===== src/rtl/apb_pkg.sv =====
// Shared types for the APB4 command master: FSM state encoding, the command
// record for the default 32/32 configuration, and PPROT bit positions.
package apb_pkg;

  // Transfer sequencing: one outstanding transfer, no pipelining.
  typedef enum logic [1:0] {
    StIdle,
    StSetup,
    StAccess,
    StResp
  } apb_state_e;

  localparam int unsigned APB_ADDR_W = 32;
  localparam int unsigned APB_DATA_W = 32;

  // Command record as presented by the initiator (default widths).
  typedef struct packed {
    logic                    write;
    logic [APB_ADDR_W-1:0]   addr;
    logic [APB_DATA_W-1:0]   wdata;
    logic [APB_DATA_W/8-1:0] strb;
    logic [2:0]              prot;
  } apb_cmd_t;

  // PPROT bit positions.
  localparam int unsigned PPROT_PRIV_BIT   = 0;
  localparam int unsigned PPROT_NONSEC_BIT = 1;
  localparam int unsigned PPROT_INSTR_BIT  = 2;

endpackage


===== src/rtl/apb_cmd_master.sv =====
// APB4 requester: valid/ready command in, APB SETUP/ACCESS transfer out,
// read data and error status back on a valid/ready response channel.
// Optional feature macro: APB_TIMEOUT_EN bounds the ACCESS phase to
// TIMEOUT_CYCLES cycles and reports a timeout as rsp_slverr=1.
module apb_cmd_master
  import apb_pkg::*;
#(
  parameter int unsigned ADDR_W         = 32,
  parameter int unsigned DATA_W         = 32,
  parameter int unsigned TIMEOUT_CYCLES = 256
) (
  input  logic                PCLK,
  input  logic                PRESET,
  // Command channel
  input  logic                cmd_valid,
  output logic                cmd_ready,
  input  logic                cmd_write,
  input  logic [ADDR_W-1:0]   cmd_addr,
  input  logic [DATA_W-1:0]   cmd_wdata,
  input  logic [DATA_W/8-1:0] cmd_strb,
  input  logic [2:0]          cmd_prot,
  // Response channel
  output logic                rsp_valid,
  input  logic                rsp_ready,
  output logic [DATA_W-1:0]   rsp_rdata,
  output logic                rsp_slverr,
  // APB4 master side
  output logic                PSEL,
  output logic                PENABLE,
  output logic                PWRITE,
  output logic [ADDR_W-1:0]   PADDR,
  output logic [DATA_W-1:0]   PWDATA,
  output logic [DATA_W/8-1:0] PSTRB,
  output logic [2:0]          PPROT,
  input  logic [DATA_W-1:0]   PRDATA,
  input  logic                PREADY,
  input  logic                PSLVERR
);

  localparam int unsigned STRB_W = DATA_W / 8;
  // Clears the byte-lane bits of the address so PADDR is bus-aligned.
  localparam logic [ADDR_W-1:0] ADDR_MASK = ~(ADDR_W'(STRB_W - 1));

  if (TIMEOUT_CYCLES < 2) begin : g_bad_timeout
    $error("apb_cmd_master: TIMEOUT_CYCLES must be >= 2");
  end
  if (DATA_W != 8 && DATA_W != 16 && DATA_W != 32) begin : g_bad_data_w
    $error("apb_cmd_master: DATA_W must be 8, 16 or 32");
  end

  apb_state_e state;

`ifdef APB_TIMEOUT_EN
  localparam int unsigned CNT_W = $clog2(TIMEOUT_CYCLES);
  // Counter value seen during the final allowed ACCESS cycle.
  localparam logic [CNT_W-1:0] CNT_LAST = CNT_W'(TIMEOUT_CYCLES - 1);
  logic [CNT_W-1:0] tmo_cnt;
`endif

  // Transfer FSM with all outputs registered; APB address/control/data hold
  // the last accepted command until the next one is accepted.
  always_ff @(posedge PCLK) begin
    if (PRESET) begin
      state      <= StIdle;
      cmd_ready  <= 1'b1;
      rsp_valid  <= 1'b0;
      rsp_rdata  <= '0;
      rsp_slverr <= 1'b0;
      PSEL       <= 1'b0;
      PENABLE    <= 1'b0;
      PWRITE     <= 1'b0;
      PADDR      <= '0;
      PWDATA     <= '0;
      PSTRB      <= '0;
      PPROT      <= '0;
`ifdef APB_TIMEOUT_EN
      tmo_cnt    <= '0;
`endif
    end else begin
      unique case (state)
        StIdle: begin
          if (cmd_valid) begin
            PADDR     <= cmd_addr & ADDR_MASK;
            PWRITE    <= cmd_write;
            PWDATA    <= cmd_wdata;
            // Reads must present an all-zero strobe.
            PSTRB     <= cmd_write ? cmd_strb : '0;
            PPROT     <= cmd_prot;
            PSEL      <= 1'b1;
            cmd_ready <= 1'b0;
            state     <= StSetup;
`ifdef APB_TIMEOUT_EN
            tmo_cnt   <= '0;
`endif
          end
        end

        StSetup: begin
          PENABLE <= 1'b1;
          state   <= StAccess;
        end

        StAccess: begin
          if (PREADY) begin
            PSEL       <= 1'b0;
            PENABLE    <= 1'b0;
            rsp_valid  <= 1'b1;
            rsp_slverr <= PSLVERR;
            // Only a successful read returns data.
            rsp_rdata  <= (!PWRITE && !PSLVERR) ? PRDATA : '0;
            state      <= StResp;
          end
`ifdef APB_TIMEOUT_EN
          else if (tmo_cnt == CNT_LAST) begin
            PSEL       <= 1'b0;
            PENABLE    <= 1'b0;
            rsp_valid  <= 1'b1;
            rsp_slverr <= 1'b1;
            rsp_rdata  <= '0;
            state      <= StResp;
          end else begin
            tmo_cnt <= tmo_cnt + 1'b1;
          end
`endif
        end

        StResp: begin
          if (rsp_ready) begin
            rsp_valid <= 1'b0;
            cmd_ready <= 1'b1;
            state     <= StIdle;
          end
        end

        default: state <= StIdle;
      endcase
    end
  end

endmodule


===== config.mk =====
export PLATFORM = sky130hd
export DESIGN_NAME = apb_cmd_master
export DESIGN_NICKNAME = d
export VERILOG_FILES = /design/src/rtl/apb_pkg.sv /design/src/rtl/apb_cmd_master.sv
export SDC_FILE = /design/constraint.sdc
export NUM_CORES = 1
export LEC_CHECK = 0
export ABC_AREA = 1
export CORE_UTILIZATION = 42
export CTS_CLUSTER_SIZE = 40
export DETAILED_ROUTE_END_ITERATION = 10
export HOLD_SLACK_MARGIN = 0.06
export PLACE_DENSITY = 0.83
export SYNTH_ARGS = -nofsm -noshare
export SYNTH_HDL_FRONTEND = slang
export SYNTH_SLANG_ARGS = --single-unit
export TNS_END_PERCENT = 20

===== constraint.sdc =====
create_clock -name PCLK -period 4.1 [get_ports PCLK]
set_input_delay 0.615 -clock PCLK [delete_from_list [all_inputs] [get_ports PCLK]]
set_output_delay 0.615 -clock PCLK [all_outputs]
set_load 0.05 [all_outputs]

==> impl_metrics.ini, run 1 <==
[run_status]
status = finished clean

[timing]
rsz0062_at_grt = no
fin_hold_ws_ps = 466.5
setup_viol = 0
period_needed_ps = 2325
slew_violations = 0
timing.final.ws_setup_ps = 1775
fin_skew_ps = 19.52
slew_headroom = 0.3842
setup_tns_ps = 0
tightestPinTransition_ps = 918.1
finalHoldViolCount = 0
min_period_over_period = 0.5670
fmax_mhz = 430.1

[min_path]
worstHoldPathType = flop to flop
hold_path_depth = 2
min_from = rsp_rdata[11]
hold_end = rsp_rdata[11]

[yosys]
syn_area_per_cell_sq_um = 7.894
syn_area_sq_um = 4034
ys_seq_elements = 109
ys_warn_count = 0
ys_seq_area_frac = 0.5409
synthDistinctLibCells = 19
synthesis.instances = 511

[power_and_ir_drop]
irDropWorstVdd_mv = 0.2883
leakage_nw = 2.393
p_per_area_nw_per_um2 = 626.0
p_total_mw = 3.983

[drt]
wire_per_inst_um = 13.31
drtAntennaViolNets = 0
vias = 3938
wl_um = 11190
drtIter0Drc = 101
vias_per_cell = 4.683
drc_errors = 0
dr.pass1.iters = 5

[clocking]
cts_max_level = 3
clkTransAtPathRegs_ps = 100
clockBufferDepth = 2
postCtsHoldBufs = 0
cts-root-buf = clkbuf_8
clock-sinks = 109
clk_latency_ps = 350
cts_tree = done
cts_resized = 0
cts_buffers = 9
cts_setup_buffers = 0

[floorplan]
die_w_um = 100
fp.dieH_um = 100
coreArea_sq_um = 9284
dieArea_sq_um = 10000
initial_core_util = 0.4345
rows = 35
io_pins = 219

[cells_and_area]
final_area_sq_um = 6364
final_layout_size_suffix_gt1_frac = 0.06180
layout_commonest_cell = clkdlybuf4s50_1
num-nets-final = 825
areaGrowthSynthToFinish_pct = 57.75
fillCellCount = 746
n_antenna_cell = 0
most-common-layout-cells = 214 x clkdlybuf4s50_1, 138 x nor2_1, 109 x dfxtp_1

[place]
placed_area_sq_um = 6190
hpwlAfterDp_um = 7993
gp_congestion = 0.8209
dp_worst_setup_slack_ps = 1438
io_buffers = 214

[global_route]
grt_pass1_vias = 3647
grt_pass1_wl_um = 17290
grtUsageTotal = 0.2175
grt_max_degree = 71
gr-total-overflow = 0
grt_antenna_before_repair = 0

[critical_path]
path_delay_family = buffers and inverters
reg2reg_slack_ps = 2000
rr_endpoint = rsp_rdata[4]
max_stage_delay_ps = 720
start_kind = primary input
crit_buf_inv = 3
cpMaxStageDelayCell = clkinv_1
critPathKind = primary input to flop
cp_max_fo = 37
r2r_cells = 7
rr_startpoint = state[0]
cp.required_ps = 4330
end_kind = flop
arrival_ps = 2560
cp_cell_sequence = clkdlybuf4s50_1 > clkinv_1 > buf_4 > o21ai_0 > nor2_1

[flow_run]
cap_viol_max_count = 0
-- cells in the mapped netlist --
cell type	instances	area, sq um
nand3_1	6	30.03
o21ai_0	67	335.3
nor2b_1	1	6.260
or2_2	1	6.260
ha_1	7	87.58
a21boi_0	1	7.510
nand2_2	12	75.07
a21oi_2	10	87.58
nand2_1	84	315.3
clkbuf_1	19	71.32
buf_2	3	15.01
buf_4	9	67.56
buf_8	1	15.01
conb_1	1	3.750
inv_1	10	37.54
buf_6	2	22.52
nor2_1	138	518.0
a21oi_1	30	150.1
dfxtp_1	109	2182
-- routing by layer --
metal	up-vias	part of all wire	GRT usage
met5	-	0	0
met1	1772	0.42	0.2605
met4	0	0.0085	0.06466
met3	8	0.096	0.06964
li1	2003	-	-
met2	155	0.48	0.3735
-- sequential cells by signal (all words and copies together) (netlist names) --
name        count
PADDR          30
PENABLE         1
PPROT           3
PSEL            1
PSTRB           4
PWDATA         32
PWRITE          1
cmd_ready       1
rsp_rdata      32
rsp_slverr      1
rsp_valid       1
state           2
-- how the worst max path moves through the flow --
stage	startpoint	end	slack [ps]	depth (start not counted)
2_1_floorplan	state[0]	PADDR[14]	2670	8
3_3_place_gp	PRESET	PPROT[2]	1480	5
3_5_place_dp	PRESET	PWDATA[29]	1440	5
4_1_cts	PRESET	PWDATA[20]	1800	5
5_1_grt	PRESET	PWDATA[5]	1580	5
6_report	PRESET	PWDATA[5]	1780	5
-- cell families after synthesis --
| family | synth area share |
|---|---|
| other | 0.0009296 |
| adder cells (fa/ha/maj) | 0.02171 |
| buffers and inverters | 0.05676 |
| AO/OA/AOI/OAI | 0.1439 |
| flip-flops | 0.5409 |
| AND/OR/NAND/NOR | 0.2357 |
-- power breakdown --
| part | switching (mW) | internal (mW) | total [mW] |
|---|---|---|---|
| registers | 0.117 | 1.29 | 1.41 |
| clock network | 0.349 | 0.238 | 0.588 |
| logic | 1.33 | 0.656 | 1.99 |
-- layout make-up --
class,count,area [sq um],area share
timing repair buffer,219,2180,0.3425
clock buffer,11,141.4,0.02222
clock inverter,4,32.53,0.005112
tap,129,161.4,0.02536
multi-input combinational,359,1629,0.2560
sequential,109,2182,0.3429
inverter,10,37.54,0.005899
-- through the flow --
| stage | std cells | utilization |
|---|---|---|
| after floorplan | 512 | - |
| after global placement | 826 | 0.6667 |
| after detailed placement | 826 | 0.6667 |
| after CTS | 841 | 0.6854 |
| after global routing | 841 | 0.6854 |
| final | 841 | 0.6854 |
-- worst reg2reg max path, stage by stage (launching register included) --
cell,delay [ps]
dfxtp_1,370
inv_1,150
ha_1,270
nand2_2,400
nor2b_2,220
buf_4,360
nand2_1,130
a21oi_1,140
Power figures use the tool's default switching activity.
==> run 2: changes to the inputs <==
- CORE_UTILIZATION: 42 -> 39
- PLACE_DENSITY: 0.83 -> 0.77
- clock period: 4.1 -> 2.25 ns (I/O delays scaled with it)
==> run 2 against run 1 <==
Compared with the run above: power rose by 82%; setup slack got worse by 1400 ps; via count rose by 0.89%; sequential share of layout area fell by 0.16 points; combinational power rose by 84%; core utilization fell by 4.0 points; register-to-register slack got worse by 1500 ps; first-iteration DRC count rose by 110%; die area rose by 7.5%.
==> impl_metrics.ini, run 2 (synthesis results as in run 1) <==
[floorplan]
die_w_um = 103.7
dieArea_sq_um = 10750
coreArea_sq_um = 9910
fp.dieH_um = 103.7
io_pins = 219
initial_core_util = 0.4071
rows = 36

[critical_path]
cp.required_ps = 1910
end_kind = primary output
path_delay_family = buffers and inverters
cpMaxStageDelayCell = clkdlybuf4s50_1
start_kind = flop
cp_max_fo = 3
startpoint = PWRITE
critPathKind = flop to primary output
arrival_ps = 1560
cp_cell_sequence = clkdlybuf4s50_1
crit_buf_inv = 1
max_stage_delay_ps = 840
rr_startpoint = state[0]

[timing]
finalHoldViolCount = 0
fmax_mhz = 528.4
min_period_over_period = 0.8412
setup_tns_ps = 0
slew_violations = 0
tightestPinTransition_ps = 546.8
rsz0062_at_grt = no
setup_viol = 0
fin_hold_ws_ps = 466.2
slew_headroom = 0.6343
period_needed_ps = 1893
timing.final.ws_setup_ps = 357.4
fin_skew_ps = 10.46

[drt]
drtIter0Drc = 217
vias = 3973
vias_per_cell = 4.691
wl_um = 11320
drtAntennaViolNets = 0
wire_per_inst_um = 13.37
drc_errors = 0
dr.pass1.iters = 4

[clocking]
clkTransAtPathRegs_ps = 90
cts_tree = done
cts-root-buf = clkbuf_8
cts_resized = 0
clockBufferDepth = 2
clk_latency_ps = 350
clock-sinks = 109
cts_max_level = 3
cts_setup_buffers = 0
postCtsHoldBufs = 0
cts_buffers = 9

[cells_and_area]
final_layout_size_suffix_gt1_frac = 0.06162
n_antenna_cell = 0
most-common-layout-cells = 214 x clkdlybuf4s50_1, 138 x nor2_1, 109 x dfxtp_1
final_core_util = 0.6452
final_area_sq_um = 6394
fillCellCount = 842
num-nets-final = 827
top_regs = PWDATA (32), rsp_rdata (32), PADDR (30)
layout_commonest_cell = clkdlybuf4s50_1
multi_input_area_sq_um = 1629
final_cells = 847
ff_latch_area_sq_um = 2182
areaGrowthSynthToFinish_pct = 58.50

[place]
gp_congestion = 0.8173
hpwlAfterDp_um = 8111
placed_area_sq_um = 6235
dp_worst_setup_slack_ps = 476.9
io_buffers = 214
dp.cells = 832

[min_path]
min_from = rsp_rdata[12]
worstHoldPathType = flop to flop

[flow_run]
cap_viol_max_count = 0

[power_and_ir_drop]
p_per_area_nw_per_um2 = 1133
leakage_nw = 2.415
p_total_mw = 7.244
irDropWorstVdd_mv = 0.5054

[global_route]
grtUsageTotal = 0.2122
grt_pass1_wl_um = 18460
grt_antenna_before_repair = 0
grt_pass1_vias = 3877
gr-total-overflow = 0
grt_max_degree = 72

[run_status]
status = finished clean
==> run 2: changes by cell type in the layout (fill, tap and decap cells not counted), sizes merged <==
cell and delta:
buf +2, clkbuf +2, clkinvlp -2
==> run 2: layout make-up <==
cell class | instances | share of cell area
multi-input combinational | 359 | 0.2548
tap | 133 | 0.02603
clock buffer | 13 | 0.02329
inverter | 10 | 0.005871
timing repair buffer | 221 | 0.3472
sequential | 109 | 0.3413
clock inverter | 2 | 0.001566
==> run 2: path summary, 6_finish.rpt <==
path | end | slack (ps) | cells past startpoint
min reg2reg | rsp_rdata[12] | 470 | 2
max | PWRITE | 360 | 1
min | rsp_rdata[12] | 470 | 2
max reg2reg | PADDR[3] | 530 | 6
==> run 2: per-layer routing <==
metal  track usage  share of wire  wire, um
met1        0.2414           0.41      4667
met2        0.3543           0.46      5235
met3       0.08055           0.10      1181
met4       0.09286          0.021       236
met5             0              0         0
==> run 2: power by group <==
| group | total [mW] | leakage, nW | internal (mW) | switching, mW |
|---|---|---|---|---|
| Combinational | 3.66 | 1.44 | 1.23 | 2.43 |
| Clock | 1.01 | 0.0833 | 0.426 | 0.588 |
| Sequential | 2.57 | 0.894 | 2.35 | 0.221 |
